==> src/rtl/serial_csa_adder_pkg.sv <==
// Shared types and constants for the serial carry-select adder.
// Optional feature macro: SERIAL_CSA_OVF_EN (signed overflow output).
package serial_csa_pkg;

    typedef enum logic [1:0] {
        IDLE = 2'd0,
        RUN  = 2'd1,
        DONE = 2'd2
    } state_t;

    localparam int SLICE_W = 2;

    function automatic int clog2(input int unsigned v);
        int unsigned x;
        int          r;
        x = (v > 1) ? v - 1 : 0;
        r = 0;
        while (x > 0) begin
            r++;
            x >>= 1;
        end
        return r;
    endfunction

endpackage

==> src/rtl/serial_csa_adder_if.sv <==
// Request/result bundle for serial_csa_adder.
// Optional feature macro: SERIAL_CSA_OVF_EN adds the ovf signal.
interface serial_csa_adder_if #(
    parameter int WIDTH = 8
);
    logic             start;
    logic [WIDTH-1:0] a;
    logic [WIDTH-1:0] b;
    logic             cin;
    logic             busy;
    logic             done;
    logic [WIDTH-1:0] sum;
    logic             cout;
`ifdef SERIAL_CSA_OVF_EN
    logic             ovf;

    modport master (output start, a, b, cin, input busy, done, sum, cout, ovf);
    modport slave  (input start, a, b, cin, output busy, done, sum, cout, ovf);
`else
    modport master (output start, a, b, cin, input busy, done, sum, cout);
    modport slave  (input start, a, b, cin, output busy, done, sum, cout);
`endif
endinterface

==> src/rtl/serial_csa_adder_csa2_slice.sv <==
// Combinational 2-bit carry-select cell: both carry-in results precomputed, muxed by c0.
// Optional feature macro: SERIAL_CSA_OVF_EN exposes the carry into the upper bit (cmsb).
module csa2_slice (
    input  logic a1,
    input  logic a0,
    input  logic b1,
    input  logic b0,
    input  logic c0,
    output logic c1,
    output logic s1,
`ifdef SERIAL_CSA_OVF_EN
    output logic s0,
    output logic cmsb
`else
    output logic s0
`endif
);
    logic [2:0] r_c0;
    logic [2:0] r_c1;

    always_comb begin
        r_c0 = {1'b0, a1, a0} + {1'b0, b1, b0};
        r_c1 = {1'b0, a1, a0} + {1'b0, b1, b0} + 3'd1;
        {c1, s1, s0} = c0 ? r_c1 : r_c0;
    end

`ifdef SERIAL_CSA_OVF_EN
    // Carry into the upper bit recovered from its sum bit.
    assign cmsb = a1 ^ b1 ^ s1;
`endif

endmodule

==> src/rtl/serial_csa_adder.sv <==
// Multi-cycle WIDTH-bit adder streaming two bits per clock through csa2_slice.
// Optional feature macro: SERIAL_CSA_OVF_EN enables the registered signed-overflow output.
module serial_csa_adder
    import serial_csa_pkg::*;
#(
    parameter int WIDTH = 8
) (
    input  logic               clk,
    input  logic               rst,
    serial_csa_adder_if.slave  bus
);
    localparam int STEPS = WIDTH / SLICE_W;
    localparam int CW    = (clog2(STEPS) < 1) ? 1 : clog2(STEPS);

    state_t           state;
    logic [WIDTH-1:0] a_sh;
    logic [WIDTH-1:0] b_sh;
    logic [WIDTH-1:0] sum_sh;
    logic [WIDTH-1:0] sum_q;
    logic [WIDTH-1:0] sum_nxt;
    logic [WIDTH+1:0] sum_cat;
    logic [CW-1:0]    cnt;
    logic             carry;
    logic             busy_q;
    logic             done_q;
    logic             cout_q;
    logic             c1;
    logic             s1;
    logic             s0;
`ifdef SERIAL_CSA_OVF_EN
    logic             cmsb;
    logic             ovf_q;
`endif

    csa2_slice u_slice (
        .a1   (a_sh[1]),
        .a0   (a_sh[0]),
        .b1   (b_sh[1]),
        .b0   (b_sh[0]),
        .c0   (carry),
        .c1   (c1),
        .s1   (s1),
`ifdef SERIAL_CSA_OVF_EN
        .s0   (s0),
        .cmsb (cmsb)
`else
        .s0   (s0)
`endif
    );

    assign sum_cat = {s1, s0, sum_sh};
    assign sum_nxt = sum_cat[WIDTH+1:2];

    // Result outputs are separate registers so they hold across the accept edge
    // and only start showing partial values from the first RUN edge.
    always_ff @(posedge clk) begin
        if (rst) begin
            state  <= IDLE;
            a_sh   <= '0;
            b_sh   <= '0;
            sum_sh <= '0;
            sum_q  <= '0;
            cnt    <= '0;
            carry  <= 1'b0;
            busy_q <= 1'b0;
            done_q <= 1'b0;
            cout_q <= 1'b0;
`ifdef SERIAL_CSA_OVF_EN
            ovf_q  <= 1'b0;
`endif
        end else begin
            case (state)
                IDLE, DONE: begin
                    done_q <= 1'b0;
                    if (bus.start) begin
                        a_sh   <= bus.a;
                        b_sh   <= bus.b;
                        carry  <= bus.cin;
                        cnt    <= '0;
                        sum_sh <= '0;
                        busy_q <= 1'b1;
                        state  <= RUN;
                    end else begin
                        state  <= IDLE;
                    end
                end
                RUN: begin
                    carry  <= c1;
                    sum_sh <= sum_nxt;
                    sum_q  <= sum_nxt;
                    cout_q <= c1;
                    a_sh   <= a_sh >> SLICE_W;
                    b_sh   <= b_sh >> SLICE_W;
                    cnt    <= cnt + 1'b1;
                    if (cnt == CW'(STEPS - 1)) begin
                        busy_q <= 1'b0;
                        done_q <= 1'b1;
                        state  <= DONE;
`ifdef SERIAL_CSA_OVF_EN
                        ovf_q  <= cmsb ^ c1;
`endif
                    end
                end
                default: begin
                    busy_q <= 1'b0;
                    done_q <= 1'b0;
                    state  <= IDLE;
                end
            endcase
        end
    end

    assign bus.busy = busy_q;
    assign bus.done = done_q;
    assign bus.sum  = sum_q;
    assign bus.cout = cout_q;
`ifdef SERIAL_CSA_OVF_EN
    assign bus.ovf  = ovf_q;
`endif

endmodule

==> src/flat_wrapper.sv <==
// flat-port wrapper written by rule: the top's interface ports become plain ports
module serial_csa_adder_flat import serial_csa_pkg::*;
#(
    parameter int WIDTH = 8
)
  (clk, rst, bus_start, bus_a, bus_b, bus_cin, bus_busy, bus_done, bus_sum, bus_cout);
  serial_csa_adder_if #(.WIDTH(WIDTH)) bus_i ();
  input  logic clk;
  input  logic rst;
  input wire logic [$bits(bus_i.start)-1:0] bus_start;
  input wire logic [$bits(bus_i.a)-1:0] bus_a;
  input wire logic [$bits(bus_i.b)-1:0] bus_b;
  input wire logic [$bits(bus_i.cin)-1:0] bus_cin;
  output wire logic [$bits(bus_i.busy)-1:0] bus_busy;
  output wire logic [$bits(bus_i.done)-1:0] bus_done;
  output wire logic [$bits(bus_i.sum)-1:0] bus_sum;
  output wire logic [$bits(bus_i.cout)-1:0] bus_cout;
  assign bus_i.start = bus_start;
  assign bus_i.a = bus_a;
  assign bus_i.b = bus_b;
  assign bus_i.cin = bus_cin;
  assign bus_busy = bus_i.busy;
  assign bus_done = bus_i.done;
  assign bus_sum = bus_i.sum;
  assign bus_cout = bus_i.cout;
  serial_csa_adder #(.WIDTH(WIDTH)) u_core (.clk(clk), .rst(rst), .bus(bus_i));
endmodule
==> config.mk <==
export PLATFORM = sky130hd
export DESIGN_NAME = serial_csa_adder_flat
export DESIGN_NICKNAME = d
export VERILOG_FILES = /design/src/rtl/serial_csa_adder_pkg.sv /design/src/rtl/serial_csa_adder_if.sv /design/src/rtl/serial_csa_adder_csa2_slice.sv /design/src/rtl/serial_csa_adder.sv /design/src/flat_wrapper.sv
export SDC_FILE = /design/constraint.sdc
export NUM_CORES = 1
export LEC_CHECK = 0
export BUFFER_PORTS_ARGS = -buffer_cell sky130_fd_sc_hd__buf_4
export CAP_MARGIN = 30
export CORE_ASPECT_RATIO = 1.2
export CORE_MARGIN = 2
export CORE_UTILIZATION = 48
export CTS_BUF_LIST = sky130_fd_sc_hd__clkbuf_16
export DETAILED_ROUTE_END_ITERATION = 10
export MAX_ROUTING_LAYER = met4
export PLACE_DENSITY = 0.75
export SLEW_MARGIN = 20
export SYNTH_ARGS = -nofsm -noshare
export SYNTH_HDL_FRONTEND = slang
export SYNTH_SLANG_ARGS = --single-unit
==> constraint.sdc <==
create_clock -name clk -period 1.8 [get_ports clk]
set_input_delay 0.09 -clock clk [delete_from_list [all_inputs] [get_ports clk]]
set_output_delay 0.09 -clock clk [all_outputs]
set_load 0.02 [all_outputs]
Word level (Yosys, flattened, before mapping):

Index checks and enable logic that the tools add are counted.

* latch bits: 0
* memory bits (read-only): 0
* flip-flop bits (word level): 40
* word-level logic and storage cells: 42
* output and inout bits: 11
* memories kept: 0
* memory bits (writable): 0
* input port bits: 20

* reduce and logical (&&, ||, !) cells: 6
* order comparisons: 0
* eq/ne operators: 5
* multiply operators: 0
* divide/modulo/power cells: 0
* bitwise logic cells: 1
* $add $sub $neg: 3
* shift-type cells: 0
* muxes and demuxes: 17

Operator list (number)
* 8-bit case mux with 2 select lines: 3
* 8-bit two-way mux: 3
* 2-bit case mux with 2 select lines: 2
* 2-bit equality test, second input constant: 2
* 1-bit two-way mux: 4
* 2-bit two-way mux: 2
* 1-bit case mux with 2 select lines: 2
* 2-bit AND reduction: 2
* 2-bit OR reduction: 2
* 2-bit by 2-bit adder with 3-bit output: 1
* 3-bit by 1-bit adder with 3-bit output, second input constant: 1
* 3-bit two-way mux: 1
* 2-bit by 1-bit adder with 2-bit output, second input constant: 1
* 2-bit by 1-bit equality test with 1-bit output, second input constant: 1
* 2-bit logical NOT: 1
* 2-bit by 1-bit != test with 1-bit output, second input constant: 1
* 2-bit != test, second input constant: 1
* 2-bit nonzero test: 1
* 1-bit inverter: 1

Depth between registers and ports, before layout:

Gate-level depths: netlist (run 1).

* depth after elaboration: 4
* gate-level depth with buffers: 8
* mapped depth without buffers: 8

Cells and area by module:

From an unflattened synthesis (run 1), not the netlist that was laid out.

* cells, all modules: 183
* area total of the unflattened synthesis: 1606.5 µm²

By module, submodules not included
* serial_csa_adder: seq. area each 760.7 µm², area each 1525.2 µm², instances 1, cells each 176
* csa2_slice: seq. area each 0.0 µm², area each 81.3 µm², instances 1, cells each 7

Worst setup path before layout (run 1):

No wires, ideal clock.

* path kind: register to register
* start: reg u_core.a_sh[0]
* end: reg u_core.carry
* slack: -28 ps
* data required time: 1697 ps
* cell stages (with the launch flop): 9
* period minus slack after synthesis: 1828 ps
* arrival: 1724 ps
* path buffers: 0
* setup time: 103 ps
* cells stage by stage: dfxtp_1 ha_1 inv_1 fa_1 inv_1 ha_1 nand2_1 xnor2_1 a2111oi_2

* longest elaborated chain between the ends: 4

Ends and longest elaborated chain
* from (decl): RTL line serial_csa_adder.sv:16 `logic [WIDTH-1:0] a_sh;`
* from (signal assigned): RTL line serial_csa_adder.sv:76 `a_sh <= bus.a;`
* from (signal assigned): RTL line serial_csa_adder.sv:92 `a_sh <= a_sh >> SLICE_W;`
* 2-bit by 2-bit adder with 3-bit output (*): RTL line serial_csa_adder_csa2_slice.sv:22, serial_csa_adder_csa2_slice.sv:23
* 3-bit by 1-bit adder with 3-bit output: RTL line serial_csa_adder_csa2_slice.sv:23 `r_c1 = {1'b0, a1, a0} + {1'b0, b1, b0} + 3'd1;`
* 3-bit two-way mux (*): RTL line serial_csa_adder_csa2_slice.sv:24 `{c1, s1, s0} = c0 ? r_c1 : r_c0;`
* 1-bit case mux with 2 select lines (*): RTL line serial_csa_adder.sv:72 `case (state)`
* to (signal assigned): RTL line serial_csa_adder.sv:78 `carry <= bus.cin;`
* to (decl): RTL line serial_csa_adder.sv:23 `logic carry;`

Mark *: on every way between the ends. The rest lies on a longest branch, timed or not.
A chain may end at the register's enable or synchronous reset.

Worst setup path after layout (run 1):

* start: reg u_core.b_sh[0]
* end: reg u_core.carry

* longest elaborated chain between the ends: 4

Ends and longest elaborated chain
* from (decl): RTL line serial_csa_adder.sv:17 `logic [WIDTH-1:0] b_sh;`
* from (signal assigned): RTL line serial_csa_adder.sv:77 `b_sh <= bus.b;`
* from (signal assigned): RTL line serial_csa_adder.sv:93 `b_sh <= b_sh >> SLICE_W;`
* 2-bit by 2-bit adder with 3-bit output (*): RTL line serial_csa_adder_csa2_slice.sv:22, serial_csa_adder_csa2_slice.sv:23
* 3-bit by 1-bit adder with 3-bit output: RTL line serial_csa_adder_csa2_slice.sv:23
* 3-bit two-way mux (*): RTL line serial_csa_adder_csa2_slice.sv:24
* 1-bit case mux with 2 select lines (*): RTL line serial_csa_adder.sv:72

Marked as above.

==> qor.txt, run 1 <==
GR met3 Demand/Resource = 5.56%
IO buf count = 30
number of detailed-routing iterations run before antenna repair = 4
Cells after DPL = 244
data arrival at the endpoint of the critical path = 1980 ps
setup violators final = 2
Setup WS post-layout = -6.30 ps
max-cap violation count = 0
relative slew slack = 69.2%
most used standard cells in the synthesized netlist = sky130_fd_sc_hd__nand2_1, sky130_fd_sc_hd__dfxtp_1, sky130_fd_sc_hd__a21oi_1
highest cell delay on the worst timing path = 440 ps
initial core utilization = 49.1%
pin count of the biggest net entering global routing = 40
Period Utilization, post-route = 100%
leakage power = 0.829 nW
Boundary Pins = 31
largest cells by area after synthesis = sky130_fd_sc_hd__dfxtp_1, sky130_fd_sc_hd__nand2_1, sky130_fd_sc_hd__a21oi_1
global-route track usage on met1 = 22.6%
violations in the final reports = setup timing
count of mapped cells out of synthesis = 185
grt ovf = 0
setup repair after global routing missed its margin = yes
warning count from the yosys run = 0
antenna violations before repair = 0
Sw Ratio = 25.0%
share of flip-flops with an asynchronous set or reset after synthesis = 0%
Root Driver = sky130_fd_sc_hd__clkbuf_16
Critical Path, Cell by Cell = ha_4, inv_2, fa_1, inv_2, ha_4, nand2_4, xnor2_2, a2111oi_2
iteration-0 DRC count of the detailed router = 53
HPWL reported at the end of detailed placement = 2120 um
Die X = 56.9 um
GR Util met2 = 27.6%
DRC Markers = 0
time the worst path needs with I/O delays and setup = 1810 ps
Power per Cell Area = 1010 nW/um^2
number of vias per cell after detailed routing = 5.37
WL per Instance = 13.1 um
number of failing hold endpoints at the final stage = 0
Worst-path clk slew = 50 ps
dominant cell by count in the synthesized netlist = sky130_fd_sc_hd__nand2_1
synthesized area divided by synthesized cell count = 8.70 sq um
total design power = 2.07 mW
part of the Yosys area used for sequential elements = 47.2%
nature of the critical path startpoint = register
number of enable flip-flop cells after synthesis = 0
Worst Max-Slew Pin Slew = 462 ps
worst setup path class = reg2reg
Final Max Tran Viols = 0
cts bufs inserted = 5
Die ar. = 3840 sq um
via count of the first global-routing pass = 1165
gr usage total = 18.2%
number of nets with antenna violations after detailed routing = 0
CTS sink count = 38
fmax = 554 MHz
final standard cell count with taps included and fillers excluded = 254
maximum fanout encountered on the critical timing path = 2
result of the run = finished, violations left
flip-flop and latch count after synthesis = 38
clock tree from TritonCTS = yes
Worst Hold Class = in2reg
required time of the worst setup path = 1980 ps
Internal = 1.55 mW
commonest register cell after synthesis = sky130_fd_sc_hd__dfxtp_1
cell taking the most area after synthesis = sky130_fd_sc_hd__dfxtp_1
fraction of synthesized cell area taken by the top area cell type = 47.2%
number of H-tree levels = 2
Core Region = 3280 sq um
count of nets after finishing = 240
height of the chip = 67.5 um
slowest stage cell, crit path = sky130_fd_sc_hd__fa_1
GP Congestion = 0.768
site row count = 23
global-route wire length before repair = 5170 um
Clk network pwr share = 39.0%
layout cells sized above 1 = 29.5%
routed via count = 1365
Seq pwr share = 44.9%
type of destination of the critical path = register
post-synthesis instance area = 1610 sq um
Switch Pwr = 0.519 mW
pre-CTS setup slack = -45.5 ps
syn_nets = 209
Max Clock Skew = 1.83 ps
Yosys cell types = 28
Area Overhead vs Synth = 27.9%
clock tree buffer depth = 2
combinational share of power = 16.1%
VDD IR-drop max = 0.000814 V
ant diodes = 0
global-route layer with the greatest usage = met2
hold-fix buffer count after cts = 0
Total Routed Length = 3320 um
clock latency on the worst-skew pair = 280 ps
-- final cells by class --
cell class	count	area (sq um)
Clock buffer	5	125
Clock inverter	3	12.5
Fill cell	287	1220
Inverter	4	15.0
Multi-Input combinational cell	128	790
Sequential cell	38	766
Tap cell	37	46.3
Timing Repair Buffer	39	305
-- cells by family after synthesis --
kind of cell | Yosys count | share of synthesized area (%)
compound gates | 38 | 18.9
buf+inv | 19 | 6.91
flops | 38 | 47.2
fa+ha+maj | 4 | 3.57
xor+xnor | 2 | 1.09
simple gates | 84 | 22.3
-- cells in the final DEF (no fill, tap or decap), types with 2 or more instances in the layout --
cell and count:
sky130_fd_sc_hd__buf_4 38, sky130_fd_sc_hd__nand2_1 45, sky130_fd_sc_hd__a311oi_1 5, sky130_fd_sc_hd__nor2_1 16
sky130_fd_sc_hd__nor3_1 2, sky130_fd_sc_hd__nand2b_1 3, sky130_fd_sc_hd__nand3_1 12, sky130_fd_sc_hd__a21oi_1 21
sky130_fd_sc_hd__a311oi_2 7, sky130_fd_sc_hd__inv_1 3, sky130_fd_sc_hd__clkbuf_16 5, sky130_fd_sc_hd__dfxtp_1 36
sky130_fd_sc_hd__ha_4 2, sky130_fd_sc_hd__inv_2 2
-- sequential cells by signal (all words and copies together), names as in the netlist --
name,flops
u_core.a_sh,8
u_core.state,2
u_core.bus.done,1
u_core.carry,1
u_core.cnt,2
u_core.sum_sh,6
u_core.bus.sum,8
u_core.b_sh,8
u_core.bus.cout,1
u_core.bus.busy,1
-- routing by layer --
layer  share of wire [%]  vias up
met3                 5.0        9
li1                    -      696
met1                  44      620
met4                 2.9        0
met5                   0        -
met2                  48       40
-- stage by stage --
stage / instance area, sq um / hold WS [ps] / util, % / TNS (ps)
6_report: 2060 / 59.1 / 62.8 / -9.95
5_1_grt: 2060 / 67.5 / 62.8 / -178
4_1_cts: 2020 / 60.4 / 61.6 / -5.54
3_5_place_dp: 1860 / 350 / 56.8 / -156
3_3_place_gp: 1860 / 338 / 56.8 / -22.2
2_1_floorplan: 1620 / 166 / - / 0
-- critical path, delay by kind of cell, from the launching register on --
family	cells	cell delay, ps
fa+ha+maj	3	720
buf+inv	2	130
simple gates	1	60
flops	1	360
compound gates	1	280
xor+xnor	1	160
-- path summary, 6_finish.rpt --
| path | from | to | slack, ps | depth (start not counted) |
|---|---|---|---|---|
| setup / recovery | u_core.b_sh[0] | u_core.carry | -6 | 8 |
| hold / removal | bus_b[6] | u_core.b_sh[6] | 60 | 3 |
| setup reg to reg | u_core.b_sh[0] | u_core.carry | -6 | 8 |
| hold reg to reg | u_core.bus.sum[6] | u_core.bus.sum[6] | 450 | 2 |
-- power groups by stage --
stage          Clock, mW  Combinational, mW  Sequential, mW
3_5_place_dp           0              0.293           0.943
5_1_grt            0.855              0.367           0.937
2_1_floorplan          0              0.199           0.947
6_report           0.807              0.333           0.931
3_3_place_gp           0              0.291           0.941
4_1_cts            0.819              0.309           0.927
-- repair_timing --
action                     CTS  global route
buffers inserted             2             0
hold endpoints to repair     0             0
cloned                       0             0
pin swaps                    5             1
setup endpoints to repair    4             4
resized for setup            5             6
No activity file was read; power rests on OpenSTA's default activity.
==> inputs of run 2 (changes only) <==
--- a/config.mk
+++ b/config.mk
@@ -13,7 +13,7 @@
 export CTS_BUF_LIST = sky130_fd_sc_hd__clkbuf_16
 export DETAILED_ROUTE_END_ITERATION = 10
 export MAX_ROUTING_LAYER = met4
-export PLACE_DENSITY = 0.75
+export PLACE_DENSITY_LB_ADDON = 0.08
 export SLEW_MARGIN = 20
 export SYNTH_ARGS = -nofsm -noshare
 export SYNTH_HDL_FRONTEND = slang
==> run 2 against run 1 <==
Net effect: the flow still finishes with violations (setup timing); sequential share of layout area down 0.12 points; die area unchanged; clock power shrank 3.3%; utilization is the same; first-iteration DRC count is 5.7% higher; wire length down 4.6%; final area unchanged; critical endpoint unchanged.
==> qor.txt, run 2 (same netlist as run 1, synthesis figures left out) <==
Final Max Tran Viols = 0 (unchanged)
time the worst path needs with I/O delays and setup = 1850 ps (+42.6 ps)
total design power = 2.04 mW (-1.4%)
layout cells sized above 1 = 28.8% (-0.66 points)
Worst Hold Class = in2reg
antenna violations before repair = 0 (unchanged)
result of the run = finished, violations left
clock tree buffer depth = 2 (unchanged)
Worst Max-Slew Pin Slew = 464 ps (+1.58 ps)
gr usage total = 18.8% (+0.61 points)
WL per Instance = 12.6 um (-3.8%)
pin count of the biggest net entering global routing = 40 (unchanged)
Power per Cell Area = 991 nW/um^2 (-1.4%)
Boundary Pins = 31 (unchanged)
routed via count = 1366 (+0.073%)
Critical R2R Launch = u_core.a_sh[0]
type of destination of the critical path = register
number of fill cells = 281 (-2.1%)
clock latency on the worst-skew pair = 270 ps (about the same)
iteration-0 DRC count of the detailed router = 56 (+5.7%)
required time of the worst setup path = 1970 ps (about the same)
count of nets after finishing = 239 (-0.42%)
Total Routed Length = 3170 um (-4.6%)
Die X = 56.9 um (unchanged)
site row count = 23 (unchanged)
depth of the worst register-to-register path = 8 (unchanged)
Period Utilization, post-route = 103% (+2.4 points)
Worst-path clk slew = 50 ps (about the same)
sum of negative setup slack = -54.0 ps (-44.0 ps)
pre-CTS setup slack = -68.6 ps (-23.1 ps)
Core Region = 3280 sq um (unchanged)
maximum fanout encountered on the critical timing path = 2 (unchanged)
fmax = 541 MHz (-2.3%)
VDD IR-drop max = 0.000871 V (+7.0%)
setup violators final = 2 (unchanged)
utilization after layout = 62.8% (unchanged)
leakage power = 0.827 nW (-0.24%)
via count of the first global-routing pass = 1313 (+13%)
relative slew slack = 69.1% (-0.11 points)
height of the chip = 67.5 um (unchanged)
cts bufs inserted = 5 (unchanged)
IO buf count = 30 (unchanged)
ant diodes = 0 (unchanged)
minimum setup slack among reg-to-reg paths = -50 ps (-40 ps)
initial core utilization = 49.1% (unchanged)
most frequent cells in the layout = sky130_fd_sc_hd__nand2_1, sky130_fd_sc_hd__buf_4, sky130_fd_sc_hd__dfxtp_1
number of nets with antenna violations after detailed routing = 0 (unchanged)
GP Congestion = 0.725 (-5.7%)
grt ovf = 0 (unchanged)
global-route wire length before repair = 5400 um (+4.4%)
CTS sink count = 38 (unchanged)
most frequent standard cell in the layout excluding fill and tap cells = sky130_fd_sc_hd__nand2_1
violations in the final reports = setup timing
Max Clock Skew = 3.93 ps (+2.10 ps)
Setup WS post-layout = -48.9 ps (-42.6 ps)
nature of the critical path startpoint = register
number of vias per cell after detailed routing = 5.42 (+0.87%)
Root Driver = sky130_fd_sc_hd__clkbuf_16
setup repair after global routing missed its margin = yes
worst setup path class = reg2reg
hold-fix buffer count after cts = 0 (unchanged)
number of H-tree levels = 2 (unchanged)
clock tree from TritonCTS = yes
last element of the critical path = u_core.carry
number of failing hold endpoints at the final stage = 0 (unchanged)
max-cap violation count = 0 (unchanged)
worst setup path startpoint = u_core.a_sh[0]
HPWL reported at the end of detailed placement = 2100 um (-0.52%)
number of detailed-routing iterations run before antenna repair = 4 (unchanged)
Die ar. = 3840 sq um (unchanged)
Area Overhead vs Synth = 27.9% (unchanged)
DRC Markers = 0 (unchanged)
Critical R2R Capture = u_core.carry
data arrival at the endpoint of the critical path = 2020 ps (+40 ps)
run 2: what timing repair did:
action,4_1_cts,5_1_grt
resized for setup,4,7
pin swaps,3,5
buffers inserted,1,1
endpoints found under the setup margin,4,4
run 2: worst max-delay path, cell delays in order, from the launching register on:
cell and delay (ps):
sky130_fd_sc_hd__dfxtp_2 350, sky130_fd_sc_hd__ha_4 130, sky130_fd_sc_hd__inv_2 30, sky130_fd_sc_hd__fa_1 460, sky130_fd_sc_hd__inv_2 90, sky130_fd_sc_hd__ha_4 140, sky130_fd_sc_hd__nand2_4 60, sky130_fd_sc_hd__xnor2_4 160
sky130_fd_sc_hd__a2111oi_4 330
run 2: metrics by stage:
step           cell area (sq um)  hold WS (ps)  std cells
6_report                    2060          61.4        252
5_1_grt                     2060          69.2        252
4_1_cts                     2000          60.9        251
3_5_place_dp                1860           349        243
3_3_place_gp                1860           338        243
2_1_floorplan               1620           166        185
run 2: cell type report:
type	count	area, sq um	share of cell area [%]
Timing Repair Buffer	38	298	14.5
Clock inverter	2	7.51	0.365
Clock buffer	5	125	6.08
Sequential cell	38	763	37.1
Multi-Input combinational cell	128	805	39.1
Tap cell	37	46.3	2.25
Inverter	4	15.0	0.729
run 2: worst min-delay path by stage:
stage | slack (ps) | end | startpoint | depth (start not counted)
3_5_place_dp | 350 | u_core.a_sh[7] | bus_a[7] | 3
6_report | 60 | u_core.b_sh[7] | bus_b[7] | 3
5_1_grt | 70 | u_core.a_sh[7] | bus_a[7] | 3
3_3_place_gp | 340 | u_core.b_sh[7] | bus_b[7] | 3
2_1_floorplan | 170 | u_core.carry | rst | 1
4_1_cts | 60 | u_core.b_sh[7] | bus_b[7] | 3
run 2: where the power goes:
part           switching, mW  total [mW]  internal [mW]
Sequential            0.0342       0.931          0.896
Combinational          0.173       0.331          0.158
Clock                  0.287       0.780          0.494
run 2: metal layers:
layer / wire length [um] / vias up / GRT usage, % / share of wire [%]
met5: 0 / - / - / 0
met4: 47 / 0 / 9.01 / 1.5
met3: 107 / 6 / 4.02 / 3.4
met2: 1670 / 29 / 35.0 / 53
met1: 1350 / 645 / 18.6 / 43
li1: - / 686 / - / -
